[src/rtl/branch_resolve_bht_pkg.sv]
// Shared widths, branch funct3 encodings and BHT counter helpers for branch_resolve_bht.
package branch_resolve_bht_pkg;

  localparam int unsigned BITS = 32;

  localparam logic [2:0] F3_BEQ  = 3'b000;
  localparam logic [2:0] F3_BNE  = 3'b001;
  localparam logic [2:0] F3_BLT  = 3'b100;
  localparam logic [2:0] F3_BGE  = 3'b101;
  localparam logic [2:0] F3_BLTU = 3'b110;
  localparam logic [2:0] F3_BGEU = 3'b111;

  typedef enum logic [1:0] {
    SNT = 2'd0,
    WNT = 2'd1,
    WT  = 2'd2,
    ST  = 2'd3
  } bht_ctr_t;

  // funct3 010/011 are the only undefined branch encodings
  function automatic logic br_legal(input logic [2:0] f3);
    return f3[2:1] != 2'b01;
  endfunction

  function automatic logic br_taken(input logic [2:0] f3, input logic lt, input logic ltu,
                                    input logic eq);
    logic tk;
    unique case (f3)
      F3_BEQ:  tk = eq;
      F3_BNE:  tk = ~eq;
      F3_BLT:  tk = lt;
      F3_BGE:  tk = ~lt;
      F3_BLTU: tk = ltu;
      F3_BGEU: tk = ~ltu;
      default: tk = 1'b0;
    endcase
    return tk;
  endfunction

  function automatic bht_ctr_t ctr_next(input bht_ctr_t c, input logic taken);
    bht_ctr_t n;
    n = c;
    if (taken && c != ST) begin
      n = bht_ctr_t'(c + 2'd1);
    end else if (!taken && c != SNT) begin
      n = bht_ctr_t'(c - 2'd1);
    end
    return n;
  endfunction

endpackage

[src/rtl/branch_resolve_bht_bht_table.sv]
// Branch history table: 2-bit saturating counters, combinational read, one write per cycle.
module bht_table
  import branch_resolve_bht_pkg::*;
#(
  parameter int unsigned Entries = 64,
  parameter int unsigned IdxW    = $clog2(Entries)
) (
  input  logic            clk,
  input  logic            rst,
  input  logic [IdxW-1:0] rd_idx_i,
  output logic            rd_msb_o,
  input  logic            wr_en_i,
  input  logic [IdxW-1:0] wr_idx_i,
  input  logic            wr_taken_i
);

  bht_ctr_t ctr_q [Entries];
  bht_ctr_t ctr_d [Entries];

  // Read sees the pre-update value when read and write hit the same entry.
  assign rd_msb_o = ctr_q[rd_idx_i][1];

  always_comb begin
    ctr_d = ctr_q;
    if (wr_en_i) begin
      ctr_d[wr_idx_i] = ctr_next(ctr_q[wr_idx_i], wr_taken_i);
    end
  end

  always_ff @(posedge clk) begin
    if (rst) begin
      for (int i = 0; i < int'(Entries); i++) begin
        ctr_q[i] <= WNT;
      end
    end else begin
      ctr_q <= ctr_d;
    end
  end

endmodule

[src/rtl/branch_resolve_bht.sv]
// Execute-stage branch resolution, mispredict flush/redirect and BHT ownership.
// Optional BRANCH_STATS_EN adds BR_COUNT / MISPRED_COUNT outputs.
module branch_resolve_bht
  import branch_resolve_bht_pkg::*;
#(
  parameter int unsigned BHT_ENTRIES = 64,
  parameter int unsigned BHT_IDX_W   = $clog2(BHT_ENTRIES)
) (
  input  logic            clk,
  input  logic            rst,
  input  logic [BITS-1:0] IF_PC,
  output logic            IF_PRED_TAKEN,
  input  logic            EX_VALID,
  input  logic            EX_BRANCH,
  input  logic            EX_STALL,
  input  logic [2:0]      EX_FUNCT3,
  input  logic            LT,
  input  logic            LTU,
  input  logic            EQ,
  input  logic            EX_PRED_TAKEN,
  input  logic [BITS-1:0] EX_PC,
  input  logic [BITS-1:0] EX_TARGET,
  output logic            FLUSH,
  output logic [BITS-1:0] REDIRECT_PC,
`ifdef BRANCH_STATS_EN
  output logic [31:0]     BR_COUNT,
  output logic [31:0]     MISPRED_COUNT,
`endif
  output logic            ILLEGAL_BR
);

  logic            flush_q, flush_d;
  logic [BITS-1:0] redirect_q, redirect_d;
  logic            illegal_q, illegal_d;

  logic resolve, legal, taken, mispredict;

  logic unused_if_pc;
  assign unused_if_pc = ^{IF_PC[BITS-1:BHT_IDX_W+2], IF_PC[1:0]};

  // The !flush_q term squashes the wrong-path instruction sitting in EX after a flush.
  assign resolve    = EX_VALID & EX_BRANCH & ~EX_STALL & ~flush_q;
  assign legal      = br_legal(EX_FUNCT3);
  assign taken      = legal & br_taken(EX_FUNCT3, LT, LTU, EQ);
  assign mispredict = resolve & legal & (taken != EX_PRED_TAKEN);

  always_comb begin
    flush_d    = mispredict;
    illegal_d  = resolve & ~legal;
    redirect_d = redirect_q;
    if (mispredict) begin
      redirect_d = taken ? EX_TARGET : EX_PC + BITS'(4);
    end
  end

  always_ff @(posedge clk) begin
    if (rst) begin
      flush_q    <= 1'b0;
      redirect_q <= '0;
      illegal_q  <= 1'b0;
    end else begin
      flush_q    <= flush_d;
      redirect_q <= redirect_d;
      illegal_q  <= illegal_d;
    end
  end

  assign FLUSH       = flush_q;
  assign REDIRECT_PC = redirect_q;
  assign ILLEGAL_BR  = illegal_q;

  bht_table #(
    .Entries (BHT_ENTRIES),
    .IdxW    (BHT_IDX_W)
  ) u_bht_table (
    .clk        (clk),
    .rst        (rst),
    .rd_idx_i   (IF_PC[BHT_IDX_W+1:2]),
    .rd_msb_o   (IF_PRED_TAKEN),
    .wr_en_i    (resolve & legal),
    .wr_idx_i   (EX_PC[BHT_IDX_W+1:2]),
    .wr_taken_i (taken)
  );

`ifdef BRANCH_STATS_EN
  logic [31:0] br_count_q, br_count_d;
  logic [31:0] mispred_count_q, mispred_count_d;

  always_comb begin
    br_count_d      = br_count_q;
    mispred_count_d = mispred_count_q;
    if (resolve && legal) begin
      br_count_d = br_count_q + 32'd1;
    end
    if (mispredict) begin
      mispred_count_d = mispred_count_q + 32'd1;
    end
  end

  always_ff @(posedge clk) begin
    if (rst) begin
      br_count_q      <= '0;
      mispred_count_q <= '0;
    end else begin
      br_count_q      <= br_count_d;
      mispred_count_q <= mispred_count_d;
    end
  end

  assign BR_COUNT      = br_count_q;
  assign MISPRED_COUNT = mispred_count_q;
`endif

endmodule
[config.mk]
export PLATFORM = sky130hd
export DESIGN_NAME = branch_resolve_bht
export DESIGN_NICKNAME = d
export VERILOG_FILES = /design/src/rtl/branch_resolve_bht_pkg.sv /design/src/rtl/branch_resolve_bht_bht_table.sv /design/src/rtl/branch_resolve_bht.sv
export SDC_FILE = /design/constraint.sdc
export NUM_CORES = 1
export LEC_CHECK = 0
export BUFFER_PORTS_ARGS = -buffer_cell sky130_fd_sc_hd__buf_4
export CAP_MARGIN = 20
export CORE_UTILIZATION = 31
export CTS_BUF_LIST = sky130_fd_sc_hd__clkbuf_16
export DETAILED_ROUTE_END_ITERATION = 10
export PLACE_DENSITY = 0.47
export SYNTH_ARGS = -nofsm -noshare
export SYNTH_HDL_FRONTEND = slang
export SYNTH_SLANG_ARGS = --single-unit
[constraint.sdc]
create_clock -name clk -period 6.45 [get_ports clk]
set_input_delay 1.29 -clock clk [delete_from_list [all_inputs] [get_ports clk]]
set_output_delay 1.29 -clock clk [all_outputs]
set_load 0.005 [all_outputs]
## After elaboration in Yosys (flattened, before gate mapping)

Index checks and enable logic that the tools add are counted.
Widths: inputs -> output; s select.

- Register bits after elaboration: 162
- Latch bits: 0
- Memory bits (writable): 0
- ROM bits: 0
- Output and inout bits: 35
- Logic and storage cells: 116
- Memories kept: 0

- $add $sub $neg: 3
- Multiply operators: 0
- Divide/modulo/power cells: 0
- Magnitude comparators: 3
- Equality and inequality tests: 8
- Shift-type cells: 0
- Multiplexer cells: 14
- Bitwise operators: 15
- Reduce and logical (&&, ||, !) cells: 6

Operator list:

| operator | count |
|---|---|
| $bwmux 128 | 1 |
| $add 32x3->32 const B | 1 |
| $mux 32 | 1 |
| $bmux 2 s6 | 2 |
| $mux 2 | 8 |
| $ge 7x7->1 const B | 2 |
| $not 6->7 | 2 |
| $demux 2 s6 | 1 |
| $eq 3x3->1 const B | 4 |
| $and 1x1->1 | 7 |
| $lt 7x1->1 const B | 1 |
| $not 1->1 | 6 |
| $pmux 1 s6 | 1 |
| $eq 3x1->1 const B | 1 |
| $logic_and 1x1->1 | 3 |
| $logic_not 3->1 | 1 |
| $add 2x1->2 const B | 1 |
| $ne 2x1->1 const B | 1 |
| $ne 2x2->1 const B | 1 |
| $reduce_bool 2->1 | 1 |
| $sub 2x1->2 const B | 1 |
| $logic_not 1->1 | 1 |
| $ne 1x1->1 | 1 |

## Longest topological paths before layout

Gate-level depths: netlist of run 1.

- Word-level depth: 10
- Depth in mapped cells: 17
- Mapped depth without buffers: 12

## Hierarchy

A second synthesis of run 1 with hierarchy kept.

- Cell total of the unflattened synthesis: 903
- Area, all modules: 8614.5 um2

Modules (own cells, without submodules):

| module | times used | cells an instance | area an instance (um2) |
|---|---|---|---|
| bht_table | 1 | 654 | 6573.8 |
| branch_resolve_bht | 1 | 249 | 2040.7 |

## Worst setup path after synthesis of run 1

No wires, ideal clock.

- Path kind: input-to-output
- Start: input IF_PC[2]
- End: output IF_PRED_TAKEN
- Data arrival time: 3.535 ns
- Required time: 5.160 ns
- Setup slack: 1.625 ns
- Stages on the path: 5
- Path through: buf_2 buf_1 mux4_2 mux4_2 mux4_2

- Cells in the longest elaborated chain, start to end: 4

RTL lines:

| what | RTL line | source |
|---|---|---|
| from (decl) | branch_resolve_bht.sv:11 | `input logic [BITS-1:0] IF_PC,` |
| $not 6->7 (not written as such) | branch_resolve_bht_bht_table.sv:21 | `assign rd_msb_o = ctr_q[rd_idx_i][1];` |
| $bmux 2 s6 | branch_resolve_bht_bht_table.sv:21 |  |
| $mux 2 (not written as such) (2 in series) | branch_resolve_bht_bht_table.sv:21 |  |
| to (decl) | branch_resolve_bht.sv:12 | `output logic IF_PRED_TAKEN,` |

Every way passes these cells. The select of a mux whose other input is x is not followed.

## Worst setup path in the final report of run 1

- Start: input EX_PC[3]
- End: register u_bht_table.ctr_q[36] (netlist bit)

- Cells in the longest elaborated chain, start to end: 10
- Elaborated cells between the ends (all ways): 19
- Those cells by class: add/sub (2); order compare (2); eq/ne (1); mux (9); bitwise (1); reduce/logical (4)

RTL lines:

| what | RTL line | source |
|---|---|---|
| from (decl) | branch_resolve_bht.sv:21 | `input logic [BITS-1:0] EX_PC,` |
| $not 6->7 (not written as such) * | branch_resolve_bht_bht_table.sv:26 | `ctr_d[wr_idx_i] = ctr_next(ctr_q[wr_idx_i], wr_taken_i);` |
| branches (longest 8 deep; another with $sub 2x1->2) | -- |  |
| $bwmux 128 * | branch_resolve_bht_bht_table.sv:26 |  |
| to (signal assigned) | branch_resolve_bht_bht_table.sv:36 | `ctr_q <= ctr_d;` |
| to (decl) | branch_resolve_bht_bht_table.sv:17 | `bht_ctr_t ctr_q [Entries];` |

Mark *: on every way between the ends. The select of a mux whose other input is x is not followed.
A chain may end at the register's enable or synchronous reset.

==> impl_results.rst, run 1 <==
.. list-table::
   :header-rows: 1

   * - Metric
     - Value
   * - Element type at the critical path start
     - input pin
   * - Number of core rows
     - 60
   * - Final Hold Vio Count
     - 0
   * - Most used flip-flop cell after synthesis
     - dfxtp_1
   * - Unrepaired setup endpoints after global routing
     - no
   * - Critical path peak fanout
     - 44
   * - Number of global-route vias before repair
     - 7184
   * - Post-synthesis share of cell area spent on xor and xnor gates
     - 0.0301
   * - Most frequently used cell type in the post-synthesis netlist
     - dfxtp_1
   * - Number of standard cells after synthesis
     - ~1000
   * - Clock insertion delay at the later pin of the skew report
     - between 0.4 and 0.5 ns
   * - Post-Route Utilization
     - 0.373
   * - Number of buffers inserted during clock tree synthesis
     - 17
   * - H-tree Lvls
     - 4
   * - Average detailed-routed wire length per instance
     - ~20 µm
   * - Highest Clock Rate
     - 204 MHz
   * - Area of the die
     - roughly 0.028 mm²
   * - Overall die width
     - 167 µm
   * - Final worst hold slack
     - about 0.45 ns
   * - Ranking of synthesized cells by instance count
     - dfxtp_1 (162), nor2_1 (160), a21oi_1 (98)
   * - Power per cell area
     - around 230 mW/mm²
   * - Total detailed-routing wirelength
     - between 20000 and 30000 µm
   * - Most area-hungry cell type in the Yosys netlist
     - dfxtp_1
   * - Placed inst area
     - between 0.009 and 0.01 mm²
   * - Chip Height
     - roughly 170 µm
   * - Area growth from synthesis to final layout
     - 18.5%
   * - Count of maximum capacitance violations
     - 0
   * - Post-route cell area
     - 0.0100 mm²
   * - Synth Net Count
     - 1090
   * - Hold buffer count at CTS
     - 0
   * - First-pass detailed-route iteration total
     - 5
   * - Number of flops mapped to enable cells by yosys
     - 0
   * - Final weighted congestion in routability-driven placement
     - 0.806
   * - Sequential cell area in the final layout
     - about 0.0032 mm²
   * - Antenna violation net count after detailed routing
     - 0
   * - Port Buf Inserts
     - 116
   * - Master cell of the clock root buffer
     - clkbuf_16
   * - Multiplexer area fraction after synthesis
     - 0.122
   * - Cell Area, Synth
     - approximately 0.0084 mm²
   * - Post-route insts no fill
     - roughly 1400
   * - Cells after DPL
     - 1378
   * - Remaining max-slew budget at the tightest pin
     - 0.261
   * - Post-Synth Simple-Gate Area
     - 0.213
   * - Sink count of the clock tree
     - approximately 160
   * - Worst setup EP type
     - register
   * - Mean instance size in the synthesized netlist
     - about 8.6 µm²
   * - Avg Vias per Cell
     - approximately 5.4
   * - Global-route usage over all layers
     - 0.204
   * - Clk pin slew, worst setup/hold paths
     - about 0.08 ns
   * - Worst hold path class
     - reg -> reg
   * - Outcome
     - complete, no violations
   * - Pwr Total
     - around 2.3 mW
   * - Clock tree from TritonCTS
     - done
   * - Area used by multi-input combinational logic
     - between 0.004 and 0.005 mm²
   * - Main combinational cell family by area after synthesis
     - simple AND/OR/NAND/NOR gates
   * - Number of nets at the end of the flow
     - approximately 1200
   * - Via Count
     - roughly 7600
   * - Setup slack at placement
     - roughly 1.2 ns
   * - Clk buf depth
     - 2
   * - Post-synthesis share of cell area spent on full adders, half adders and majority gates
     - 0.00445
   * - Synthesized flop and latch total
     - roughly 160
   * - Compound-Gate Fraction of Synth Area
     - 0.194
   * - Post-Route Setup TNS
     - 0 ns
   * - Final worst path period share
     - 0.759
   * - Setup slack of the critical path after layout
     - between 1.5 and 2 ns
   * - I/O pin count
     - approximately 140
   * - Share of cells above drive strength 1
     - 0.192
   * - Initial Utilization
     - 0.315
   * - Leak pwr
     - about 3.5 nW
   * - Final setup violating endpoints
     - 0
   * - Number of gates resized after CTS
     - 0
   * - Area share of the largest cell type after synthesis
     - 0.384
   * - Worst Path Class, Setup
     - in -> reg
   * - Worst-case clock skew
     - around 0.015 ns
   * - Detail Placement HPWL
     - 18900 µm
   * - Post-synthesis sequential area ratio
     - 0.384
   * - Arrival time worst endpoint
     - ~5.2 ns
   * - Area of the core region
     - between 0.02 and 0.03 mm²
   * - Drt drc
     - 0
   * - Fill cells
     - approximately 2800
   * - Final critical-path required period
     - 4.89 ns
   * - Leading post-synthesis cells by cell area
     - dfxtp_1 (38%), mux4_2 (7.7%), nor2_1 (7.1%)
   * - Endpoint required time on the critical path
     - between 6 and 7 ns
   * - Number of antenna repair diodes
     - 0
   * - Initial antenna violation count
     - 0
   * - Share of flip-flops with an asynchronous set or reset after synthesis
     - 0
   * - Count of warnings emitted by yosys
     - 0
   * - Drt first-iter violations
     - about 630
   * - Post-CTS Setup Repair Bufs
     - 0
   * - Remaining global-route overflow
     - 0
   * - Largest net degree at the start of global routing
     - 98
   * - Synth cell types
     - just over 60
   * - Maximum vdd drop
     - about 0.00016 V
   * - Wire length of the first global-routing pass
     - ~44000 µm
   * - Pin slew with the least headroom to its limit
     - 1.11 ns
   * - Final Max Slew Viols
     - 0
==> layer usage <==
metal  share of wire  track usage  vias to the layer above
met1            0.49        0.297                     3534
met2            0.45        0.319                      219
li1                -            -                     3783
met3           0.055       0.0304                       16
met5               0            0                        -
met4          0.0082       0.0411                        0
==> final cells by class <==
| type | instances | share of cell area |
|---|---|---|
| multi-input cells | 737 | 0.475 |
| flip-flops and latches | 162 | 0.324 |
| repair buffers | 127 | 0.0966 |
| well taps | 341 | 0.0427 |
| clock buffers | 17 | 0.0425 |
| clock inverters | 15 | 0.0144 |
| inverters | 11 | 0.00413 |
==> power breakdown <==
part           internal, mW  switching, mW  total, mW
Clock                 0.513          0.495       1.01
Combinational         0.108          0.221      0.329
Sequential             1.01        0.00420       1.01
Total                  1.63          0.720       2.35
==> path summary, 6_finish.rpt <==
path | start | to | slack, ns | cells after the start
setup / recovery | EX_PC[3] | u_bht_table.ctr_q[36] | 1.56 | 14
hold / removal | REDIRECT_PC[10] | REDIRECT_PC[10] | 0.45 | 2
hold reg to reg | REDIRECT_PC[10] | REDIRECT_PC[10] | 0.45 | 2
setup reg to reg | u_bht_table.ctr_q[104] | u_bht_table.ctr_q[36] | 2.75 | 13
==> registers in the layout (all words and copies together), names as in the netlist <==
register / flops
REDIRECT_PC: 32
u_bht_table.ctr_q: 128
FLUSH: 1
ILLEGAL_BR: 1
==> layout by cell type, fill, tap and decap left out, types with 3 or more instances in the layout <==
cell,instances
nor2_1,160
inv_1,12
a211o_1,4
o211ai_1,23
clkbuf_16,17
a22o_1,4
nand2_1,79
nand4_1,9
mux4_2,29
xnor2_1,19
a21oi_1,98
inv_8,6
nor3_1,72
nor2b_1,3
ha_1,3
o2bb2ai_1,3
o22ai_1,6
buf_4,126
dfxtp_1,162
a22oi_1,4
and4_1,9
clkinvlp_4,4
o31ai_1,3
nand3_1,22
nand2b_1,5
mux2i_1,26
mux2_2,7
a221oi_1,4
o22a_1,3
o21ai_0,6
and3_1,13
xor2_1,10
a31oi_1,4
a211oi_1,70
mux2_1,3
nor3b_1,3
==> critical path, stage by stage <==
cell and delay, ns:
buf_4 0.48, nor2b_1 0.33, a22oi_1 0.29, nor2_1 0.07, o311ai_0 0.80, and3_1 0.29
and2_1 0.15, inv_1 0.05, ha_1 0.22, mux2_2 0.28, a311oi_1 0.25, a311o_2 0.17
buf_4 0.36, a21oi_1 0.12
==> cells by family (layout without fill, tap and decap cells) <==
kind of cell,count (synthesis),count (layout)
flops,162,162
buf+inv,80,170
simple gates,392,392
xor+xnor,29,29
mux,65,65
compound gates,248,248
fa+ha+maj,3,3
Power figures use the tool's default switching activity.
==> run 2, diff against run 1 <==
- PLACE_DENSITY: 0.47 -> 0.49
- clock period: 6.45 -> 3.95 ns (I/O delays scaled with it)
==> run 2 against run 1 <==
  * Global-route usage increased by 0.16 points
  * Highest routed layer unchanged
  * Core utilization increased by 2.0 points
  * Clock skew decreased by 0.0023 ns
  * Sequential power increased by 63%
  * Via count increased by 5.5%
  * Clock power increased by 68%
  * Sequential share of layout area decreased by 1.7 points
  * Critical path depth decreased by 8
==> impl_results.rst, run 2 (synthesis gave the netlist of run 1 again) <==
.. list-table::
   :header-rows: 1

   * - Metric
     - Value
   * - Outcome
     - complete, no violations
   * - Drt drc
     - 0 (unchanged)
   * - Switching power
     - 1.14 mW (+58%)
   * - Remaining max-slew budget at the tightest pin
     - 0.426 (+0.165)
   * - Sink count of the clock tree
     - 162 (unchanged)
   * - Number of flip-flops in the largest register
     - 128 (unchanged)
   * - Detail Placement HPWL
     - 19600 µm (+4.0%)
   * - Final weighted congestion in routability-driven placement
     - 0.839 (+4.1%)
   * - Most frequent cells in the layout
     - buf_4 (170), dfxtp_1 (162), nor2_1 (160), a21oi_1 (98), nand2_1 (79)
   * - Final Hold Vio Count
     - 0 (unchanged)
   * - Drt first-iter violations
     - 585 (-7.3%)
   * - Post-Route Setup TNS
     - 0 ns (unchanged)
   * - Number of core rows
     - 60 (unchanged)
   * - Number of antenna repair diodes
     - 0 (unchanged)
   * - Final setup violating endpoints
     - 0 (unchanged)
   * - Arrival time worst endpoint
     - 2.86 ns (-2.33 ns)
   * - Via Count
     - 7964 (+5.5%)
   * - Remaining global-route overflow
     - 0 (unchanged)
   * - Average detailed-routed wire length per instance
     - 19.5 µm (-3.3%)
   * - Highest Clock Rate
     - 274 MHz
   * - Critical path peak fanout
     - 16 (-64%)
   * - Number of nets at the end of the flow
     - 1221 (+4.6%)
   * - Element type at the critical path start
     - input pin
   * - Clk buf depth
     - 2 (unchanged)
   * - Clock tree from TritonCTS
     - done
   * - Final worst path period share
     - 0.924
   * - Worst hold path class
     - reg -> reg
   * - Clock Power Share
     - 0.427 (-0.002)
   * - Endpoint required time on the critical path
     - 3.16 ns (-3.58 ns)
   * - Wire length of the first global-routing pass
     - 44200 µm (+1.1%)
   * - Pin slew with the least headroom to its limit
     - 0.853 ns (-0.256 ns)
   * - Final Max Slew Viols
     - 0 (unchanged)
   * - Combinational power share
     - 0.156 (+0.016)
   * - Overall die width
     - 167 µm (unchanged)
   * - Largest net degree at the start of global routing
     - 163 (+66%)
   * - Share of cells above drive strength 1
     - 0.230 (+0.0380)
   * - Leak pwr
     - 3.80 nW (+8.9%)
   * - Int Pwr
     - 2.83 mW (+74%)
   * - Hold buffer count at CTS
     - 0 (unchanged)
   * - Worst Path Class, Setup
     - in -> out
   * - Worst setup EP type
     - output pin
   * - Power per cell area
     - 376 mW/mm² (+60%)
   * - Avg Vias per Cell
     - 5.44 (+1.6%)
   * - Final critical-path required period
     - approximately 3.6 ns
   * - Share of power burned in registers
     - 0.416 (-0.014)
   * - Pwr Total
     - 3.97 mW (+69%)
   * - Count of maximum capacitance violations
     - 0 (unchanged)
   * - Antenna violation net count after detailed routing
     - 0 (unchanged)
   * - First-pass detailed-route iteration total
     - 5 (unchanged)
   * - Initial Utilization
     - 0.315 (unchanged)
   * - Maximum vdd drop
     - 0.000248 V (+56%)
   * - Number of buffers inserted during clock tree synthesis
     - 17 (unchanged)
   * - Number of global-route vias before repair
     - 7581 (+5.5%)
   * - Clock insertion delay at the later pin of the skew report
     - 0.44 ns (about the same)
   * - Clk pin slew, worst setup/hold paths
     - 0.06 ns (-0.02 ns)
   * - Total detailed-routing wirelength
     - 28600 µm (+0.42%)
   * - Post-CTS Setup Repair Bufs
     - 0 (unchanged)
   * - Area of the die
     - 0.0279 mm² (unchanged)
   * - Commonest non-fill, non-tap cell in the layout
     - buf_4
   * - H-tree Lvls
     - 4 (unchanged)
   * - Area of the core region
     - 0.0268 mm² (unchanged)
   * - Master cell of the clock root buffer
     - clkbuf_16
   * - Worst-case clock skew
     - 0.0122 ns (-0.00228 ns)
   * - Area growth from synthesis to final layout
     - 24.9%
   * - Net switching share of the total power
     - 0.287 (-0.0191)
   * - Register bank with the most flops
     - u_bht_table.ctr_q
   * - Port Buf Inserts
     - 116 (unchanged)
   * - Initial antenna violation count
     - 0 (unchanged)
   * - Chip Height
     - 167 µm (unchanged)
   * - Number of gates resized after CTS
     - 0 (unchanged)
   * - Unrepaired setup endpoints after global routing
     - no
   * - Global-route usage over all layers
     - 0.206 (+0.00156)
   * - I/O pin count
     - 143 (unchanged)
-- run 2: final timing paths --
| kind | cells after the start | slack, ns | from | to |
|---|---|---|---|---|
| setup / recovery | 6 | 0.30 | IF_PC[2] | IF_PRED_TAKEN |
| hold / removal | 2 | 0.45 | REDIRECT_PC[10] | REDIRECT_PC[10] |
| setup reg to reg | 13 | 0.69 | u_bht_table.ctr_q[107] | u_bht_table.ctr_q[8] |
| hold reg to reg | 2 | 0.45 | REDIRECT_PC[10] | REDIRECT_PC[10] |
-- run 2: area by class of cell --
class / count / area, µm²
Clock buffer: 17 / 425
Tap cell: 341 / 427
Fill cell: 2752 / 16300
Clock inverter: 15 / 155
Multi-Input combinational cell: 737 / 4760
Inverter: 11 / 41.3
Timing Repair Buffer: 181 / 1500
Sequential cell: 162 / 3240
-- run 2: per-stage QoR --
step | worst slack [ns] | cells | area, µm² | hold WS (ns) | util
after global routing | 0.167 | 1464 | 10500 | 0.482 | 0.393
after floorplan | 0.125 | 979 | 8440 | 0.448 | -
after global placement | -0.0828 | 1432 | 9960 | 0.440 | 0.372
final | 0.300 | 1464 | 10500 | 0.455 | 0.393
after detailed placement | -0.0972 | 1432 | 9960 | 0.446 | 0.372
after CTS | 0.321 | 1464 | 10500 | 0.455 | 0.393
-- run 2: worst max-delay path, stage by stage --
cell and delay [ns]:
buf_4 0.09, buf_12 0.18, mux4_2 0.54, mux4_2 0.55, mux4_2 0.53, buf_4 0.16
-- run 2: power groups by stage --
stage / registers, mW / clock network [mW] / logic [mW]
2_1_floorplan: 1.69 / 0 / 0.361
3_3_place_gp: 1.69 / 0 / 0.621
3_5_place_dp: 1.69 / 0 / 0.621
4_1_cts: 1.65 / 1.73 / 0.623
5_1_grt: 1.65 / 1.79 / 0.664
6_report: 1.65 / 1.70 / 0.620
-- run 2: routing by layer --
| layer | part of all wire | GRT usage | wire (µm) | vias up |
|---|---|---|---|---|
| met1 | 0.46 | 0.282 | 13300 | 3793 |
| met2 | 0.47 | 0.338 | 13400 | 289 |
| li1 | - | - | - | 3872 |
| met5 | 0 | 0 | 0 | - |
| met3 | 0.060 | 0.0385 | 1710 | 10 |
| met4 | 0.0058 | 0.0374 | 167 | 0 |
